==> config.mk <==
export PLATFORM = sky130hd
export DESIGN_NAME = rcd_cfg_access_arbiter_flat
export DESIGN_NICKNAME = d
export VERILOG_FILES = /design/src/rtl/rcd_cfg_access_arbiter_if.sv /design/src/rtl/rcd_cfg_access_arbiter.sv /design/src/flat_wrapper.sv
export SDC_FILE = /design/constraint.sdc
export NUM_CORES = 1
export LEC_CHECK = 0
export CORE_MARGIN = 8
export CORE_UTILIZATION = 40
export DETAILED_ROUTE_END_ITERATION = 7
export PLACE_DENSITY = 0.68
export SLEW_MARGIN = 20
export SYNTH_ARGS = -nofsm -noshare
export SYNTH_HDL_FRONTEND = slang
export SYNTH_SLANG_ARGS = --single-unit
==> constraint.sdc <==
create_clock -name clk -period 2.4 [get_ports clk]
set_input_delay 0.24 -clock clk [delete_from_list [all_inputs] [get_ports clk]]
set_output_delay 0.24 -clock clk [all_outputs]
set_load 0.02 [all_outputs]
==> src/rtl/rcd_cfg_access_arbiter_if.sv <==
// Bundle of the I3C, local-requester, register-file and status signals of the config arbiter.
// The arbiter uses the master modport; the requesters and register file see the slave modport.
interface rcd_cfg_access_arbiter_if #(
    parameter int ADDR_W = 8,
    parameter int DATA_W = 8
);
    logic [ADDR_W-1:0] i3c_addr;
    logic [DATA_W-1:0] i3c_wdata;
    logic              i3c_write;
    logic              i3c_read;
    logic [DATA_W-1:0] i3c_rdata;
    logic              i3c_ready;
    logic              loc_req;
    logic              loc_we;
    logic [ADDR_W-1:0] loc_addr;
    logic [DATA_W-1:0] loc_wdata;
    logic [DATA_W-1:0] loc_rdata;
    logic              loc_ack;
    logic              rf_req;
    logic              rf_we;
    logic [ADDR_W-1:0] rf_addr;
    logic [DATA_W-1:0] rf_wdata;
    logic [DATA_W-1:0] rf_rdata;
    logic              rf_ack;
    logic              busy;
    logic              owner;
    logic              timeout_err;
    logic              i3c_ovf;
    logic              err_clr;

    modport master (
        input  i3c_addr, i3c_wdata, i3c_write, i3c_read,
        output i3c_rdata, i3c_ready,
        input  loc_req, loc_we, loc_addr, loc_wdata,
        output loc_rdata, loc_ack,
        output rf_req, rf_we, rf_addr, rf_wdata,
        input  rf_rdata, rf_ack,
        output busy, owner, timeout_err, i3c_ovf,
        input  err_clr
    );

    modport slave (
        output i3c_addr, i3c_wdata, i3c_write, i3c_read,
        input  i3c_rdata, i3c_ready,
        output loc_req, loc_we, loc_addr, loc_wdata,
        input  loc_rdata, loc_ack,
        input  rf_req, rf_we, rf_addr, rf_wdata,
        output rf_rdata, rf_ack,
        input  busy, owner, timeout_err, i3c_ovf,
        output err_clr
    );
endinterface

==> src/rtl/rcd_cfg_access_arbiter.sv <==
// Round-robin arbiter serialising I3C strobes and a local level request onto one register-file handshake.
// Strobe-to-ready is at least 3 cycles; one-deep I3C slot drops overflow strobes, rf wait bounded by TIMEOUT_CYC.
module rcd_cfg_access_arbiter #(
    parameter int                ADDR_W      = 8,
    parameter int                DATA_W      = 8,
    parameter int                TIMEOUT_CYC = 64,
    parameter logic [DATA_W-1:0] ABORT_RDATA = 8'hFF
) (
    input  logic                          clk,
    input  logic                          rst_n,
    rcd_cfg_access_arbiter_if.master      bus
);
    localparam logic [1:0] ST_IDLE = 2'd0;
    localparam logic [1:0] ST_BUSY = 2'd1;
    localparam logic [1:0] ST_RESP = 2'd2;
    localparam logic [7:0] CNT_LAST = 8'(TIMEOUT_CYC - 1);

    logic [1:0]        state_q, state_d;
    logic              slot_vld_q, slot_vld_d;
    logic              slot_we_q, slot_we_d;
    logic [ADDR_W-1:0] slot_addr_q, slot_addr_d;
    logic [DATA_W-1:0] slot_wdata_q, slot_wdata_d;
    logic              loc_pend_q;
    logic              owner_q, owner_d;
    logic              rf_req_q, rf_req_d;
    logic              rf_we_q, rf_we_d;
    logic [ADDR_W-1:0] rf_addr_q, rf_addr_d;
    logic [DATA_W-1:0] rf_wdata_q, rf_wdata_d;
    logic [7:0]        cnt_q, cnt_d;
    logic [DATA_W-1:0] i3c_rdata_q, i3c_rdata_d;
    logic [DATA_W-1:0] loc_rdata_q, loc_rdata_d;
    logic              timeout_err_q, timeout_err_d;
    logic              i3c_ovf_q, i3c_ovf_d;
    logic              grant_loc, grant_i3c, to_set, ovf_set;
    logic [DATA_W-1:0] resp_dat;

    always_comb begin
        state_d      = state_q;
        slot_vld_d   = slot_vld_q;
        slot_we_d    = slot_we_q;
        slot_addr_d  = slot_addr_q;
        slot_wdata_d = slot_wdata_q;
        owner_d      = owner_q;
        rf_req_d     = rf_req_q;
        rf_we_d      = rf_we_q;
        rf_addr_d    = rf_addr_q;
        rf_wdata_d   = rf_wdata_q;
        cnt_d        = cnt_q;
        i3c_rdata_d  = i3c_rdata_q;
        loc_rdata_d  = loc_rdata_q;
        grant_loc    = 1'b0;
        grant_i3c    = 1'b0;
        to_set       = 1'b0;
        ovf_set      = 1'b0;
        resp_dat     = '0;

        unique case (state_q)
            ST_IDLE: begin
                if (slot_vld_q || loc_pend_q) begin
                    // On a tie the requester that did not hold the last grant wins.
                    grant_loc  = loc_pend_q && (!slot_vld_q || !owner_q);
                    grant_i3c  = !grant_loc;
                    owner_d    = grant_loc;
                    rf_req_d   = 1'b1;
                    rf_we_d    = grant_loc ? bus.loc_we    : slot_we_q;
                    rf_addr_d  = grant_loc ? bus.loc_addr  : slot_addr_q;
                    rf_wdata_d = grant_loc ? bus.loc_wdata : slot_wdata_q;
                    cnt_d      = 8'd0;
                    state_d    = ST_BUSY;
                end
            end
            ST_BUSY: begin
                if (bus.rf_ack || cnt_q == CNT_LAST) begin
                    rf_req_d = 1'b0;
                    state_d  = ST_RESP;
                    if (bus.rf_ack) begin
                        resp_dat = rf_we_q ? '0 : bus.rf_rdata;
                    end else begin
                        resp_dat = rf_we_q ? '0 : ABORT_RDATA;
                        to_set   = 1'b1;
                    end
                    if (owner_q) loc_rdata_d = resp_dat;
                    else         i3c_rdata_d = resp_dat;
                end else begin
                    cnt_d = cnt_q + 8'd1;
                end
            end
            ST_RESP: state_d = ST_IDLE;
            default: state_d = ST_IDLE;
        endcase

        if (grant_i3c) slot_vld_d = 1'b0;
        if (bus.i3c_write || bus.i3c_read) begin
            if (slot_vld_q) begin
                ovf_set = 1'b1;
            end else begin
                slot_vld_d   = 1'b1;
                slot_we_d    = bus.i3c_write;
                slot_addr_d  = bus.i3c_addr;
                slot_wdata_d = bus.i3c_wdata;
            end
        end

        timeout_err_d = to_set  | (timeout_err_q & ~bus.err_clr);
        i3c_ovf_d     = ovf_set | (i3c_ovf_q & ~bus.err_clr);
    end

    // loc_req is registered so a strobe and a request arriving on the same edge tie in IDLE.
    always_ff @(posedge clk or negedge rst_n) begin
        if (!rst_n) begin
            state_q       <= ST_IDLE;
            slot_vld_q    <= 1'b0;
            slot_we_q     <= 1'b0;
            slot_addr_q   <= '0;
            slot_wdata_q  <= '0;
            loc_pend_q    <= 1'b0;
            owner_q       <= 1'b1;
            rf_req_q      <= 1'b0;
            rf_we_q       <= 1'b0;
            rf_addr_q     <= '0;
            rf_wdata_q    <= '0;
            cnt_q         <= 8'd0;
            i3c_rdata_q   <= '0;
            loc_rdata_q   <= '0;
            timeout_err_q <= 1'b0;
            i3c_ovf_q     <= 1'b0;
        end else begin
            state_q       <= state_d;
            slot_vld_q    <= slot_vld_d;
            slot_we_q     <= slot_we_d;
            slot_addr_q   <= slot_addr_d;
            slot_wdata_q  <= slot_wdata_d;
            loc_pend_q    <= bus.loc_req;
            owner_q       <= owner_d;
            rf_req_q      <= rf_req_d;
            rf_we_q       <= rf_we_d;
            rf_addr_q     <= rf_addr_d;
            rf_wdata_q    <= rf_wdata_d;
            cnt_q         <= cnt_d;
            i3c_rdata_q   <= i3c_rdata_d;
            loc_rdata_q   <= loc_rdata_d;
            timeout_err_q <= timeout_err_d;
            i3c_ovf_q     <= i3c_ovf_d;
        end
    end

    assign bus.i3c_ready   = (state_q == ST_RESP) && !owner_q;
    assign bus.loc_ack     = (state_q == ST_RESP) &&  owner_q;
    assign bus.i3c_rdata   = i3c_rdata_q;
    assign bus.loc_rdata   = loc_rdata_q;
    assign bus.rf_req      = rf_req_q;
    assign bus.rf_we       = rf_we_q;
    assign bus.rf_addr     = rf_addr_q;
    assign bus.rf_wdata    = rf_wdata_q;
    assign bus.busy        = (state_q != ST_IDLE);
    assign bus.owner       = owner_q;
    assign bus.timeout_err = timeout_err_q;
    assign bus.i3c_ovf     = i3c_ovf_q;
endmodule

==> src/flat_wrapper.sv <==
// flat-port wrapper written by rule: the top's interface ports become plain ports
module rcd_cfg_access_arbiter_flat 
#(
    parameter int                ADDR_W      = 8,
    parameter int                DATA_W      = 8,
    parameter int                TIMEOUT_CYC = 64,
    parameter logic [DATA_W-1:0] ABORT_RDATA = 8'hFF
)
  (clk, rst_n, bus_i3c_addr, bus_i3c_wdata, bus_i3c_write, bus_i3c_read, bus_i3c_rdata, bus_i3c_ready, bus_loc_req, bus_loc_we, bus_loc_addr, bus_loc_wdata, bus_loc_rdata, bus_loc_ack, bus_rf_req, bus_rf_we, bus_rf_addr, bus_rf_wdata, bus_rf_rdata, bus_rf_ack, bus_busy, bus_owner, bus_timeout_err, bus_i3c_ovf, bus_err_clr);
  rcd_cfg_access_arbiter_if #(.ADDR_W(ADDR_W), .DATA_W(DATA_W)) bus_i ();
  input  logic clk;
  input  logic rst_n;
  input wire logic [$bits(bus_i.i3c_addr)-1:0] bus_i3c_addr;
  input wire logic [$bits(bus_i.i3c_wdata)-1:0] bus_i3c_wdata;
  input wire logic [$bits(bus_i.i3c_write)-1:0] bus_i3c_write;
  input wire logic [$bits(bus_i.i3c_read)-1:0] bus_i3c_read;
  output wire logic [$bits(bus_i.i3c_rdata)-1:0] bus_i3c_rdata;
  output wire logic [$bits(bus_i.i3c_ready)-1:0] bus_i3c_ready;
  input wire logic [$bits(bus_i.loc_req)-1:0] bus_loc_req;
  input wire logic [$bits(bus_i.loc_we)-1:0] bus_loc_we;
  input wire logic [$bits(bus_i.loc_addr)-1:0] bus_loc_addr;
  input wire logic [$bits(bus_i.loc_wdata)-1:0] bus_loc_wdata;
  output wire logic [$bits(bus_i.loc_rdata)-1:0] bus_loc_rdata;
  output wire logic [$bits(bus_i.loc_ack)-1:0] bus_loc_ack;
  output wire logic [$bits(bus_i.rf_req)-1:0] bus_rf_req;
  output wire logic [$bits(bus_i.rf_we)-1:0] bus_rf_we;
  output wire logic [$bits(bus_i.rf_addr)-1:0] bus_rf_addr;
  output wire logic [$bits(bus_i.rf_wdata)-1:0] bus_rf_wdata;
  input wire logic [$bits(bus_i.rf_rdata)-1:0] bus_rf_rdata;
  input wire logic [$bits(bus_i.rf_ack)-1:0] bus_rf_ack;
  output wire logic [$bits(bus_i.busy)-1:0] bus_busy;
  output wire logic [$bits(bus_i.owner)-1:0] bus_owner;
  output wire logic [$bits(bus_i.timeout_err)-1:0] bus_timeout_err;
  output wire logic [$bits(bus_i.i3c_ovf)-1:0] bus_i3c_ovf;
  input wire logic [$bits(bus_i.err_clr)-1:0] bus_err_clr;
  assign bus_i.i3c_addr = bus_i3c_addr;
  assign bus_i.i3c_wdata = bus_i3c_wdata;
  assign bus_i.i3c_write = bus_i3c_write;
  assign bus_i.i3c_read = bus_i3c_read;
  assign bus_i3c_rdata = bus_i.i3c_rdata;
  assign bus_i3c_ready = bus_i.i3c_ready;
  assign bus_i.loc_req = bus_loc_req;
  assign bus_i.loc_we = bus_loc_we;
  assign bus_i.loc_addr = bus_loc_addr;
  assign bus_i.loc_wdata = bus_loc_wdata;
  assign bus_loc_rdata = bus_i.loc_rdata;
  assign bus_loc_ack = bus_i.loc_ack;
  assign bus_rf_req = bus_i.rf_req;
  assign bus_rf_we = bus_i.rf_we;
  assign bus_rf_addr = bus_i.rf_addr;
  assign bus_rf_wdata = bus_i.rf_wdata;
  assign bus_i.rf_rdata = bus_rf_rdata;
  assign bus_i.rf_ack = bus_rf_ack;
  assign bus_busy = bus_i.busy;
  assign bus_owner = bus_i.owner;
  assign bus_timeout_err = bus_i.timeout_err;
  assign bus_i3c_ovf = bus_i.i3c_ovf;
  assign bus_i.err_clr = bus_err_clr;
  rcd_cfg_access_arbiter #(.ADDR_W(ADDR_W), .DATA_W(DATA_W), .TIMEOUT_CYC(TIMEOUT_CYC), .ABORT_RDATA(ABORT_RDATA)) u_core (.clk(clk), .rst_n(rst_n), .bus(bus_i));
endmodule
==> flow_summary_export.csv <==
group,metric,value,unit
clocking,cts-htree-levels,3,
synth,synthDominantCellAreaShare,57.4,%
power_and_ir_drop,comb_power_share,45.8,%
power_and_ir_drop,total_power,5210,µW
sta,worst_slew_pin_slew,0.491,ns
synth,syn_avg_cell_area,12.5,µm²
place,dpl.hpwl,5.05,mm
global_routing,overflow,0,
synth,synth_cell_type_count,39,
critical_path,r2r_end,"u_core.cnt_q[3]$_DFFE_PN0P_",
power_and_ir_drop,seqPwrFrac,36.6,%
critical_path,crit_type,"register to primary output",
synth,ys.flop_type,"dfrtp_1",
power_and_ir_drop,leakage,0.00180,µW
floorplanning,io_pins,88,
global_routing,busiest_layer,"met2",
clocking,clk_latency,0.33,ns
sta,finalSetupViolCount,0,
global_routing,gr-usage-met1,17.4,%
floorplanning,core-area,6830,µm²
route,num_vias,2127,
critical_path,path_max_fanout,6,
synth,syn_area,2830,µm²
final_layout,final_nets,376,
place,gp_congestion,0.704,
final_layout,antenna_cells,0,
sta,finalClockSkew,0.00776,ns
min_path,hold_path_class,"input port to asynchronous set/reset pin",
critical_path,worstPathArrival,1.90,ns
sta,rsz0062_at_grt,"false",
clocking,tritoncts,"done",
global_routing,met2_usage,22.4,%
global_routing,grt_pass1_wl,11.7,mm
synth,yosysWarnings,0,
global_routing,met3_usage,7.20,%
global_routing,grt_pass1_vias,2336,
final_layout,layout-drive-gt1-share,21.4,%
global_routing,grt_usage,14.7,%
run,cap_violations,0,
global_routing,grt_max_degree,34,
route,wl_per_cell,16.1,µm
power_and_ir_drop,switching_power,1870,µW
critical_path,startpoint_type,"register",
global_routing,antenna_found_initial,0,
route,routed_wl,6.89,mm
critical_path,cp.required,2.16,ns
floorplanning,start_util,41.5,%
critical_path,cp-end-kind,"primary output",
sta,tns,0,ns
clocking,clk_pin_slew,0.07,ns
route,drt.antenna.violating_nets,0,
critical_path,regToRegSetupSlack,0.47,ns
clocking,root_buffer,"clkbuf_8",
synth,synth-edff-count,0,
floorplanning,fp.dieH,100,µm
synth,async_flop_share,100,%
synth,synthTopCellsByArea,"dfrtp_1 57%, mux2_2 13%, a222oi_1 6.0%, inv_1 4.8%, a21oi_1 1.9%",
clocking,cts_buffers,9,
run_status,outcome,"finished clean",
route,viasPerCell,4.97,
floorplanning,rows,30,
critical_path,reg2reg_depth,5,
synth,ys_ff_latch,66,
synth,synth_largest_area_cell,"dfrtp_1",
clocking,cts_sinks,66,
sta,timing_hold_violations_final,0,
power_and_ir_drop,clockPowerShare,17.6,%
route,drt_pre_antenna_iters,7,
sta,period_minus_slack,2.14,ns
power_and_ir_drop,ir_drop,628,µV
synth,syn_nets,276,
clocking,post_cts_buffers,0,
sta,relSlewSlack,67.2,%
floorplanning,fp.dieArea,10000,µm²
synth,synthCells,227,
final_layout,area_growth,42.4,%
sta,finalCritPeriodShare,89.3,%
critical_path,rr_startpoint,"u_core.cnt_q[0]$_DFFE_PN0P_",
power_and_ir_drop,switching_share,35.9,%
clocking,cts_buffer_depth,2,
power_and_ir_drop,power.internal,3340,µW
route,dr.first_iter.drc_count,110,
place,portBuffers,87,
sta,slew_viol_final,0,
route,drcViolationCount,0,
sta,max_freq,467,MHz
synth,yosysSeqAreaShare,58.3,%
power_and_ir_drop,power_density,1290,nW/µm²
floorplanning,chipWidth,100,µm
==> placed cells by master (no fill, tap or decap), drive strengths merged, types with 2 or more instances in the layout <==
master / instances
a222oi: 17
nand2: 7
a21o: 3
dfrtp: 65
clkdlybuf4s50: 86
or3: 2
buf: 11
nand3: 7
nor2: 4
inv: 37
nor3: 3
clkinv: 4
nor3b: 2
and3: 2
a211o: 2
a21oi: 12
o21ai: 9
clkbuf: 11
mux2: 33
==> cell families after synthesis <==
family          share of synthesized area (%)
simple gates                             7.02
flops                                    58.3
fa+ha+maj                               0.442
mux                                      13.5
buf+inv                                  7.24
compound gates                           13.5
==> sequential cells by signal, summed over array words and instances (netlist names) <==
name                    count
u_core.bus.i3c_ovf          1
u_core.bus.loc_rdata        8
u_core.bus.i3c_rdata        8
u_core.bus.owner            1
u_core.slot_wdata_q         8
u_core.cnt_q                8
u_core.slot_addr_q          8
u_core.bus.timeout_err      1
u_core.state_q              2
u_core.bus.rf_addr          8
u_core.bus.rf_wdata         8
u_core.slot_we_q            1
u_core.slot_vld_q           1
u_core.bus.rf_req           1
u_core.bus.rf_we            1
u_core.loc_pend_q           1
==> worst max-delay path by stage <==
stage,startpoint,to,slack [ns],cells after the start
after floorplan,u_core.cnt_q[0]$_DFFE_PN0P_,u_core.cnt_q[3]$_DFFE_PN0P_,0.72,5
after global placement,u_core.cnt_q[0]$_DFFE_PN0P_,u_core.cnt_q[3]$_DFFE_PN0P_,0.52,5
after detailed placement,u_core.cnt_q[0]$_DFFE_PN0P_,u_core.cnt_q[3]$_DFFE_PN0P_,0.47,5
after CTS,u_core.bus.owner$_DFFE_PN1P_,bus_loc_ack,0.20,3
after global routing,u_core.bus.owner$_DFFE_PN1P_,bus_loc_ack,0.11,3
final,u_core.bus.owner$_DFFE_PN1P_,bus_loc_ack,0.26,3
==> synthesized netlist by cell type, drive strengths merged (2+ instances only) <==
cell / n
mux2: 33
a211o: 2
nor3: 3
nand3: 7
o21ai: 9
nor3b: 2
inv: 37
dfrtp: 65
a21o: 3
nor2: 4
or3: 2
a21oi: 12
nand2: 7
buf: 8
and3: 2
a222oi: 17
==> metrics by stage <==
stage	area [µm²]	util, %	setup slack (ns)	hold slack, ns	cells
2_1_floorplan	2830	-	0.723	-0.0556	227
3_3_place_gp	3830	56.0	0.521	0.148	411
3_5_place_dp	3830	56.0	0.473	0.153	411
4_1_cts	4030	59.0	0.200	0.317	428
5_1_grt	4030	59.0	0.111	0.329	428
6_report	4030	59.0	0.257	0.336	428
==> power groups by stage <==
stage	combinational [µW]	clock [µW]	sequential, µW
3_5_place_dp	2430	0	1920
3_3_place_gp	2380	0	1920
4_1_cts	2430	950	1910
5_1_grt	2590	995	1970
6_report	2390	917	1910
2_1_floorplan	1080	0	2240
==> routing by layer <==
layer	wire [µm]	share of wire [%]	vias to the layer above
met2	3160	46	75
li1	-	-	1013
met5	0	0	-
met4	41	0.59	0
met3	738	11	4
met1	2950	43	1035
==> what timing repair did <==
action / in CTS / in global routing
resized for setup: 0 / 0
hold endpoints to repair: 12 / 0
hold buffers: 1 / 0
==> critical path, stage by stage, from the launching register on <==
cell and delay, ns:
dfstp_2 0.61, inv_2 0.09, nor3b_1 0.23, clkdlybuf4s50_1 0.65
==> cell type report <==
type	instances	area [µm²]
Clock buffer	11	141
Sequential cell	66	1650
Multi-Input combinational cell	115	975
Clock inverter	5	53.8
Timing Repair Buffer	98	951
Fill cell	612	2800
Tap cell	96	120
Inverter	37	139
Power figures use the tool's default switching activity.
